### src/rtl/cmd_frame_parser.sv
// Framing stage: hunts HEADER/LEN/payload/checksum frames from the UART receive
// port, buffers the payload and forwards it to the request FIFO only once the checksum passes.
module cmd_frame_parser #(
  parameter logic [7:0]  HEADER      = 8'hA5,
  parameter int unsigned MAX_LEN     = 16,
  parameter int unsigned TIMEOUT_CYC = 50000
) (
  input  logic       clk,
  input  logic       rst_n,
  input  logic [7:0] rx_data,
  input  logic       rx_rdy,
  output logic       rx_ack,
  output logic [7:0] out_data,
  output logic       out_vld,
  input  logic       out_rdy,
  output logic       frame_ok,
  output logic       frame_err,
  output logic [1:0] err_code,
  output logic       busy
);

  localparam int unsigned CNT_W  = $clog2(MAX_LEN + 1);
  localparam int unsigned AW     = (MAX_LEN > 1) ? $clog2(MAX_LEN) : 1;
  localparam int unsigned IDLE_W = $clog2(TIMEOUT_CYC + 1);
  localparam logic [IDLE_W-1:0] IDLE_MAX = IDLE_W'(TIMEOUT_CYC);
  // idle_q is still 0 on the cycle after a consume, so expiry is decided two
  // counts early to land frame_err exactly TIMEOUT_CYC cycles after the byte.
  localparam logic [IDLE_W-1:0] IDLE_EXP = IDLE_W'(TIMEOUT_CYC - 2);

  typedef enum logic [2:0] {
    S_HUNT    = 3'd0,
    S_LEN     = 3'd1,
    S_PAYLOAD = 3'd2,
    S_CSUM    = 3'd3,
    S_DRAIN   = 3'd4
  } state_t;

  state_t            state_q, state_d;
  logic              ack_q, guard_q;
  logic [CNT_W-1:0]  count_q, count_d;
  logic [CNT_W-1:0]  len_q, len_d;
  logic [CNT_W-1:0]  rd_ptr_q, rd_ptr_d;
  logic [CNT_W-1:0]  rd_nxt;
  logic [7:0]        csum_q, csum_d;
  logic [IDLE_W-1:0] idle_q, idle_d;
  logic [7:0]        out_data_q, out_data_d;
  logic              out_vld_q, out_vld_d;
  logic              ok_q, ok_d;
  logic              err_q, err_d;
  logic [1:0]        code_q, code_d;
  logic [7:0]        mem_q [2**AW];

  logic consume;
  logic counting;
  logic timeout;
  logic wr_en;

  assign consume  = rx_rdy && (state_q != S_DRAIN) && !ack_q && !guard_q;
  assign counting = (state_q == S_LEN) || (state_q == S_PAYLOAD) || (state_q == S_CSUM);
  assign timeout  = counting && !consume && (idle_q >= IDLE_EXP);
  assign wr_en    = consume && (state_q == S_PAYLOAD);
  assign rd_nxt   = rd_ptr_q + CNT_W'(1);

  always_comb begin
    state_d    = state_q;
    count_d    = count_q;
    len_d      = len_q;
    rd_ptr_d   = rd_ptr_q;
    csum_d     = csum_q;
    out_data_d = out_data_q;
    out_vld_d  = out_vld_q;
    ok_d       = 1'b0;
    err_d      = 1'b0;
    code_d     = code_q;

    if (consume) begin
      idle_d = '0;
    end else if (counting) begin
      idle_d = (idle_q == IDLE_MAX) ? idle_q : idle_q + IDLE_W'(1);
    end else begin
      idle_d = '0;
    end

    case (state_q)
      S_HUNT: begin
        if (consume && (rx_data == HEADER)) state_d = S_LEN;
      end
      S_LEN: begin
        if (consume) begin
          if ((rx_data == '0) || (rx_data > 8'(MAX_LEN))) begin
            err_d   = 1'b1;
            code_d  = 2'b01;
            state_d = S_HUNT;
          end else begin
            len_d   = CNT_W'(rx_data);
            csum_d  = rx_data;
            count_d = '0;
            state_d = S_PAYLOAD;
          end
        end
      end
      S_PAYLOAD: begin
        if (consume) begin
          csum_d  = csum_q + rx_data;
          count_d = count_q + CNT_W'(1);
          if (count_q == len_q - CNT_W'(1)) state_d = S_CSUM;
        end
      end
      S_CSUM: begin
        if (consume) begin
          if (rx_data == csum_q) begin
            ok_d       = 1'b1;
            rd_ptr_d   = '0;
            out_data_d = mem_q[0];
            out_vld_d  = 1'b1;
            state_d    = S_DRAIN;
          end else begin
            err_d   = 1'b1;
            code_d  = 2'b10;
            state_d = S_HUNT;
          end
        end
      end
      S_DRAIN: begin
        if (out_vld_q && out_rdy) begin
          if (rd_ptr_q == len_q - CNT_W'(1)) begin
            out_vld_d = 1'b0;
            state_d   = S_HUNT;
          end else begin
            rd_ptr_d   = rd_nxt;
            out_data_d = mem_q[rd_nxt[AW-1:0]];
          end
        end
      end
      default: state_d = S_HUNT;
    endcase

    if (timeout) begin
      err_d   = 1'b1;
      code_d  = 2'b11;
      state_d = S_HUNT;
    end
  end

  always_ff @(posedge clk or negedge rst_n) begin
    if (!rst_n) begin
      state_q    <= S_HUNT;
      ack_q      <= 1'b0;
      guard_q    <= 1'b0;
      count_q    <= '0;
      len_q      <= '0;
      rd_ptr_q   <= '0;
      csum_q     <= '0;
      idle_q     <= '0;
      out_data_q <= '0;
      out_vld_q  <= 1'b0;
      ok_q       <= 1'b0;
      err_q      <= 1'b0;
      code_q     <= '0;
    end else begin
      state_q    <= state_d;
      ack_q      <= consume;
      guard_q    <= ack_q;
      count_q    <= count_d;
      len_q      <= len_d;
      rd_ptr_q   <= rd_ptr_d;
      csum_q     <= csum_d;
      idle_q     <= idle_d;
      out_data_q <= out_data_d;
      out_vld_q  <= out_vld_d;
      ok_q       <= ok_d;
      err_q      <= err_d;
      code_q     <= code_d;
    end
  end

  always_ff @(posedge clk) begin
    if (wr_en) mem_q[count_q[AW-1:0]] <= rx_data;
  end

  assign rx_ack    = ack_q;
  assign out_data  = out_data_q;
  assign out_vld   = out_vld_q;
  assign frame_ok  = ok_q;
  assign frame_err = err_q;
  assign err_code  = code_q;
  assign busy      = (state_q != S_HUNT);

endmodule

### config.mk
export PLATFORM = sky130hd
export DESIGN_NAME = cmd_frame_parser
export DESIGN_NICKNAME = d
export VERILOG_FILES = /design/src/rtl/cmd_frame_parser.sv
export SDC_FILE = /design/constraint.sdc
export NUM_CORES = 1
export LEC_CHECK = 0
export ABC_AREA = 1
export CELL_PAD_IN_SITES_DETAIL_PLACEMENT = 1
export CELL_PAD_IN_SITES_GLOBAL_PLACEMENT = 1
export CORE_AREA = 8 8 156 158
export CTS_CLUSTER_DIAMETER = 100
export DETAILED_ROUTE_END_ITERATION = 7
export DIE_AREA = 0 0 164 166
export PLACE_DENSITY_LB_ADDON = 0.1
export SYNTH_ARGS = -nofsm -noshare
export SYNTH_HDL_FRONTEND = slang
export SYNTH_SLANG_ARGS = --single-unit
### constraint.sdc
create_clock -name clk -period 2.05 [get_ports clk]
set_input_delay 0.205 -clock clk [delete_from_list [all_inputs] [get_ports clk]]
set_output_delay 0.205 -clock clk [all_outputs]
set_load 0.05 [all_outputs]
==> results of run 1 <==
-- metal layers --
metal | GRT usage, % | routed length, um | share of wire, %
met3 | 2.677 | 706 | 2.9
met1 | 23.07 | 10630 | 43
met5 | 0 | 0 | 0
met2 | 32.93 | 12970 | 53
met4 | 4.784 | 376 | 1.5
-- stage by stage --
stage | total power [mW] | cell area (um2) | utilization (%)
after floorplan | 5.710 | 8636 | -
after global placement | 6.395 | 9771 | 44.23
after detailed placement | 6.477 | 9771 | 44.23
after CTS | 9.857 | 10470 | 47.37
after global routing | 10.43 | 10740 | 48.62
final | 9.919 | 10740 | 48.62
-- kinds of logic (layout without fill, tap and decap cells) --
family	count (synthesis)	count (layout)	synth area share, %
AOI/OAI and AO/OA	170	170	11.08
and+or+nand+nor	404	404	19.97
buffers and inverters	99	219	4.579
adders and majority gates	17	17	2.550
DFF	185	185	61.03
xor gates and xnor gates	7	7	0.7969
-- power by group through the flow --
stage	combinational, mW	sequential, mW	clock, mW
2_1_floorplan	1.21	4.50	0
4_1_cts	2.02	4.42	3.42
5_1_grt	2.43	4.47	3.53
3_3_place_gp	1.91	4.49	0
6_report	2.14	4.44	3.34
3_5_place_dp	1.98	4.49	0
-- placed cells by master (no fill, tap or decap), types with 28 or more instances in the layout --
master / instances
nand2_1: 155
nor2_1: 141
inv_1: 52
o21ai_1: 29
dfrtp_1: 56
nand3_1: 61
buf_4: 76
o21ai_0: 63
edfxtp_1: 128
a21oi_1: 28
o211ai_1: 32
-- repair_timing --
| action | in CTS | in global routing |
|---|---|---|
| hold endpoints to repair | 57 | 0 |
| gates cloned | 1 | 3 |
| gates resized for setup | 8 | 45 |
| setup buffers | 3 | 6 |
| endpoints found under the setup margin | 12 | 19 |
| hold buffers | 1 | 0 |
| pin swaps | 7 | 32 |
-- area by class of cell --
class                           instances  area share, %
Sequential cell                       185          49.09
Multi-Input combinational cell        598          29.31
Timing Repair Buffer                  117          10.24
Clock buffer                           18          3.996
Tap cell                              285          3.321
Inverter                               69          2.458
Clock inverter                         14          1.538
Timing Repair inverter                  1        0.04660
-- worst max-delay path: cells and delay by family, from the launching register on --
family	cells	cell delay, ns
DFF	1	0.42
AOI/OAI and AO/OA	3	0.46
adders and majority gates	1	0.39
buffers and inverters	1	0.18
and+or+nand+nor	5	0.50
-- registers in the layout, summed over array words and instances (netlist names) --
register   flops
mem_q        128
idle_q        16
csum_q         8
out_data       8
count_q        5
len_q          5
rd_ptr_q       5
state_q        3
err_code       2
frame_err      1
frame_ok       1
guard_q        1
out_vld        1
rx_ack         1
-- worst min path at each step --
stage / startpoint / end / slack [ns] / depth (start not counted)
6_report: rst_n / idle_q[4]$_DFFE_PN0P_ / 0.31 / 3
5_1_grt: rst_n / idle_q[4]$_DFFE_PN0P_ / 0.33 / 3
4_1_cts: rst_n / idle_q[13]$_DFFE_PN0P_ / 0.30 / 3
3_5_place_dp: rst_n / idle_q[13]$_DFFE_PN0P_ / 0.24 / 2
3_3_place_gp: rst_n / idle_q[13]$_DFFE_PN0P_ / 0.23 / 2
2_1_floorplan: rst_n / count_q[0]$_DFFE_PN0P_ / -0.09 / 0
==> results.yml, run 1 <==
status:
  status: "complete, no violations"
logic_synthesis:
  synth_nets: 911
  synth_top_area_share_pct: 44.51
  yosysWarnings: 0
  synth-seq-cells: 185
  syn-mean-instance-area_um2: 9.791
  netlist_instances: 882
  synth_common_cells: "nand2_1 (155), nor2_1 (147), edfxtp_1 (128)"
  async_reset_ff_share_pct: 30.81
  syn-cell-area_mm2: 0.008636
  yosys-top-cells-area: "edfxtp_1 (45%), dfrtp_1 (17%), nand2_1 (6.7%)"
  synthDistinctLibCells: 41
  synth.most_common_cell: "nand2_1"
  synthFlopType: "edfxtp_1"
  synth_edf_count: 128
  synth_top_area_cell: "edfxtp_1"
  seq_area_frac_synth_pct: 61.03
power:
  power.density_mw_per_mm2: 923.6
  p_sw_mw: 3.039
  leakage_nw: 4.247
  power_switching_share_pct: 30.64
  internal_power_mw: 6.879
  pwr-share-comb_pct: 21.6
  peakVddDrop_mv: 0.6795
  seq_power_share_pct: 44.7
  pwr-share-clk_pct: 33.7
drt:
  wl_per_cell_um: 19.18
  postRouteAntennaNets: 0
  wirelength_um: 24680
  dr_total_vias: 6736
  vias_per_cell: 5.234
  first_pass_iters: 4
  drtIter0Drc: 323
  drc: 0
cells_and_area:
  area_growth_pct: 24.35
  seq_area_mm2: 0.005271
  fill_cells: 2411
  insertedDiodeCount: 0
  nets: 1018
  multi_input_area_mm2: 0.003148
  stdcell_count: 1287
  drive_gt1_share_pct: 18.56
sta:
  fin_ws_ns: 0.04267
  final.setup.tns_ns: 0
  fin_crit_sh_pct: 97.92
  worst_slew_pin_slew_ns: 0.5281
  drv_slew: 0
  timing.fmax_mhz: 498.2
  period_needed_ns: 2.007
  final-hold-violation-count: 0
  setup_viol: 0
  max_slew_margin_pct: 64.68
  holdWs_ns: 0.3113
  rsz0062_at_grt: "true"
  fin_skew_ns: 0.01029
cts:
  clock_path_buffers: 2
  cts_tree: "built"
  clk_pin_slew_ns: 0.07
  cts_made_buffers: 17
  cts.sinks: 185
  insertion_delay_ns: 0.43
  h-tree-depth: 4
  cts_root_buf: "clkbuf_16"
global_route:
  grt_usage_pct: 18.55
  antenna_found_initial: 0
  grt_pass1_wl_um: 39450
  first_global_vias: 7254
  grt_start_max_net_pins: 73
  overflow: 0
floorplan:
  ios: 27
  rows: 55
  initial_core_util_pct: 39.09
  die_h_um: 166
  core_mm2: 0.02209
  dieArea_mm2: 0.02722
  chipWidth_um: 164
setup_path:
  startpoint: "rd_ptr_q[1]$_DFFE_PN0P_"
  crit_type: "reg -> reg"
  regToRegEndpoint: "out_data[0]$_DFFE_PN0P_"
  start_kind: "flop"
  worstPathRequired_ns: 2.43
  worst_path_max_delay_cell: "dfrtp_1"
  ff2ff_path_depth: 10
  arrival_ns: 2.38
  path_cells: "ha_4 -> clkbuf_16 -> o21ai_0 -> o211ai_1 -> nand3_2 -> nand2_1 -> nand2_1 -> o21ai_2 -> nand2_1 -> nand2_1"
  path_common_cell: "nand2_1"
  worstSetupEndpointType: "flop"
  endpoint: "out_data[0]$_DFFE_PN0P_"
  critPathMaxStageDelay_ns: 0.42
  crit_fanout: 5
  timing.rr.start: "rd_ptr_q[1]$_DFFE_PN0P_"
  r2r_setup_slack_ns: 0.04
placement:
  place_congestion: 0.8207
  port_buffers: 26
  dp_hpwl_um: 16820
  placed_cells: 1241
  dp_worst_setup_slack_ns: -0.3656
run:
  cap_violations: 0
hold_path:
  worstHoldPathType: "in -> async"
Power figures use the tool's default switching activity.
==> run 2, diff against run 1 <==
--- a/config.mk
+++ b/config.mk
@@ -8,10 +8,11 @@
 export ABC_AREA = 1
 export CELL_PAD_IN_SITES_DETAIL_PLACEMENT = 1
 export CELL_PAD_IN_SITES_GLOBAL_PLACEMENT = 1
-export CORE_AREA = 8 8 156 158
+export CORE_AREA = 8 8 174 143
+export CTS_BUF_LIST = sky130_fd_sc_hd__clkbuf_16
 export CTS_CLUSTER_DIAMETER = 100
 export DETAILED_ROUTE_END_ITERATION = 7
-export DIE_AREA = 0 0 164 166
+export DIE_AREA = 0 0 182 151
 export PLACE_DENSITY_LB_ADDON = 0.1
 export SYNTH_ARGS = -nofsm -noshare
 export SYNTH_HDL_FRONTEND = slang
==> run 2 against run 1 <==
The run now ends with setup timing left. Die area up 0.95%. Critical path depth up 1. Critical endpoint is now out_data[4]$_DFFE_PN0P_. Largest power group unchanged. Global-route usage up 0.32 points. Clock power up 3%. Utilization up 0.22 points. Clock-buffer cell count down 1. Fmax down 2.6%. Sequential power about the same. Non-clock buffer count down 5. Sequential share of layout area down 0.18 points.
==> results.yml, run 2 (synthesis results as in run 1) <==
cells_and_area:
  fill_cells: 2466
  area_growth_pct: 24.80
  largest_register_ffs: 128
  final_cell_mix: "nand2_1 (151), nor2_1 (141), edfxtp_1 (128), o21ai_0 (70), buf_4 (68)"
  drive_gt1_share_pct: 18.37
  utilization_pct: 48.83
  insertedDiodeCount: 0
  nets: 1012
  layout_commonest_cell: "nand2_1"
power:
  power.density_mw_per_mm2: 934.3
  pwr-share-clk_pct: 34.0
  peakVddDrop_mv: 0.6016
  power_mw: 10.07
  pwr-share-comb_pct: 21.9
  leakage_nw: 4.249
  power_switching_share_pct: 31.14
  seq_power_share_pct: 44.0
  internal_power_mw: 6.933
  p_sw_mw: 3.136
cts:
  clock_path_buffers: 2
  insertion_delay_ns: 0.44
  h-tree-depth: 4
  cts_tree: "built"
  cts_made_buffers: 17
  cts.sinks: 185
  cts_root_buf: "clkbuf_16"
  clk_pin_slew_ns: 0.08
floorplan:
  ios: 27
  chipWidth_um: 182
  dieArea_mm2: 0.02748
  rows: 49
  die_h_um: 151
  initial_core_util_pct: 39.13
  core_mm2: 0.02207
sta:
  timing.fmax_mhz: 485.5
  fin_skew_ns: 0.009361
  period_needed_ns: 2.060
  final-hold-violation-count: 0
  setup_viol: 3
  worst_slew_pin_slew_ns: 0.5232
  fin_ws_ns: -0.009938
  rsz0062_at_grt: "true"
  max_slew_margin_pct: 65.01
  drv_slew: 0
  fin_crit_sh_pct: 100.5
global_route:
  grt_pass1_wl_um: 39600
  grt_start_max_net_pins: 58
  antenna_found_initial: 0
  first_global_vias: 7097
  overflow: 0
  grt_usage_pct: 18.87
setup_path:
  worstPathRequired_ns: 2.43
  crit_type: "reg -> reg"
  worstSetupEndpointType: "flop"
  start_kind: "flop"
  arrival_ns: 2.44
  crit_fanout: 7
placement:
  port_buffers: 26
  place_congestion: 0.8829
  dp_hpwl_um: 17220
drt:
  wl_met2_um: 12240
  drtIter0Drc: 324
  drt-met1-wl_um: 11950
  vias_per_cell: 5.277
  dr_total_vias: 6734
  drc: 0
  wirelength_um: 25340
  wl_per_cell_um: 19.86
  first_pass_iters: 5
  dr.max_layer_used: "met4"
  postRouteAntennaNets: 0
  wl_met3_um: 820
status:
  status: "finished, violations left"
  violations: "setup timing"
hold_path:
  worstHoldPathType: "in -> async"
run:
  cap_violations: 0
run 2: worst max-delay path, cell delays in order (launching register included):
cell	delay (ns)
dfrtp_2	0.43
ha_4	0.32
buf_12	0.15
buf_12	0.12
o21ai_1	0.06
o211ai_1	0.37
nand3_2	0.17
nand2_1	0.10
nand2_1	0.07
o21ai_2	0.07
nand2_1	0.06
nand2_1	0.07
run 2: path summary, 6_finish.rpt:
check / start / end / slack [ns] / depth (start not counted)
max in group asynchronous: rst_n / count_q[2]$_DFFE_PN0P_ / 1.47 / 3
min in group clk: rx_data[1] / mem_q[12][1]$_DFFE_PP_ / 0.34 / 2
worst max-delay path: rd_ptr_q[0]$_DFFE_PN0P_ / out_data[4]$_DFFE_PN0P_ / -0.01 / 11
worst max register to register: rd_ptr_q[0]$_DFFE_PN0P_ / out_data[4]$_DFFE_PN0P_ / -0.01 / 11
worst min register to register: rx_ack$_DFF_PN0_ / guard_q$_DFF_PN0_ / 0.43 / 0
worst min-delay path: rst_n / idle_q[4]$_DFFE_PN0P_ / 0.28 / 3
run 2: per-layer routing:
layer | global-route usage (%) | up-vias
li1 | - | 3245
met1 | 25.37 | 3384
met2 | 31.23 | 87
met3 | 3.237 | 18
met4 | 5.196 | 0
met5 | 0 | -
run 2: cell type report:
cell class,instances,area (um2),area share [%]
Sequential cell,185,5271,48.91
Multi-Input combinational cell,598,3191,29.60
Timing Repair Buffer,112,1095,10.16
Clock buffer,17,425.4,3.947
Tap cell,280,350.3,3.251
Inverter,69,264.0,2.450
Clock inverter,15,181.4,1.683
run 2: power groups by stage:
stage	Combinational, mW	Sequential (mW)	Clock, mW
detailed placement	2.02	4.49	0
CTS	2.08	4.42	3.51
global route	2.47	4.47	3.63
global placement	1.91	4.48	0
floorplan	1.21	4.50	0
finish	2.21	4.43	3.43
run 2: timing repair:
item	4_1_cts	5_1_grt
endpoints found under the hold margin	57	0
endpoints found under the setup margin	13	50
buffers inserted	2	6
gates cloned	2	0
hold buffers	1	0
gates resized for setup	13	48
pin swaps	7	33
run 2: through the flow:
step                      instance area, um2  hold slack [ns]   TNS, ns  std cells  worst slack [ns]
final                                  10780           0.2826  -0.01955       1276         -0.009938
after global routing                   10780           0.3125   -0.5139       1276          -0.09946
after CTS                              10530           0.2996         0       1270          0.001832
after detailed placement                9744           0.2426    -10.60       1233           -0.4557
after global placement                  9744           0.2307    -8.661       1233           -0.4174
after floorplan                         8636         -0.09059         0        882           0.03641
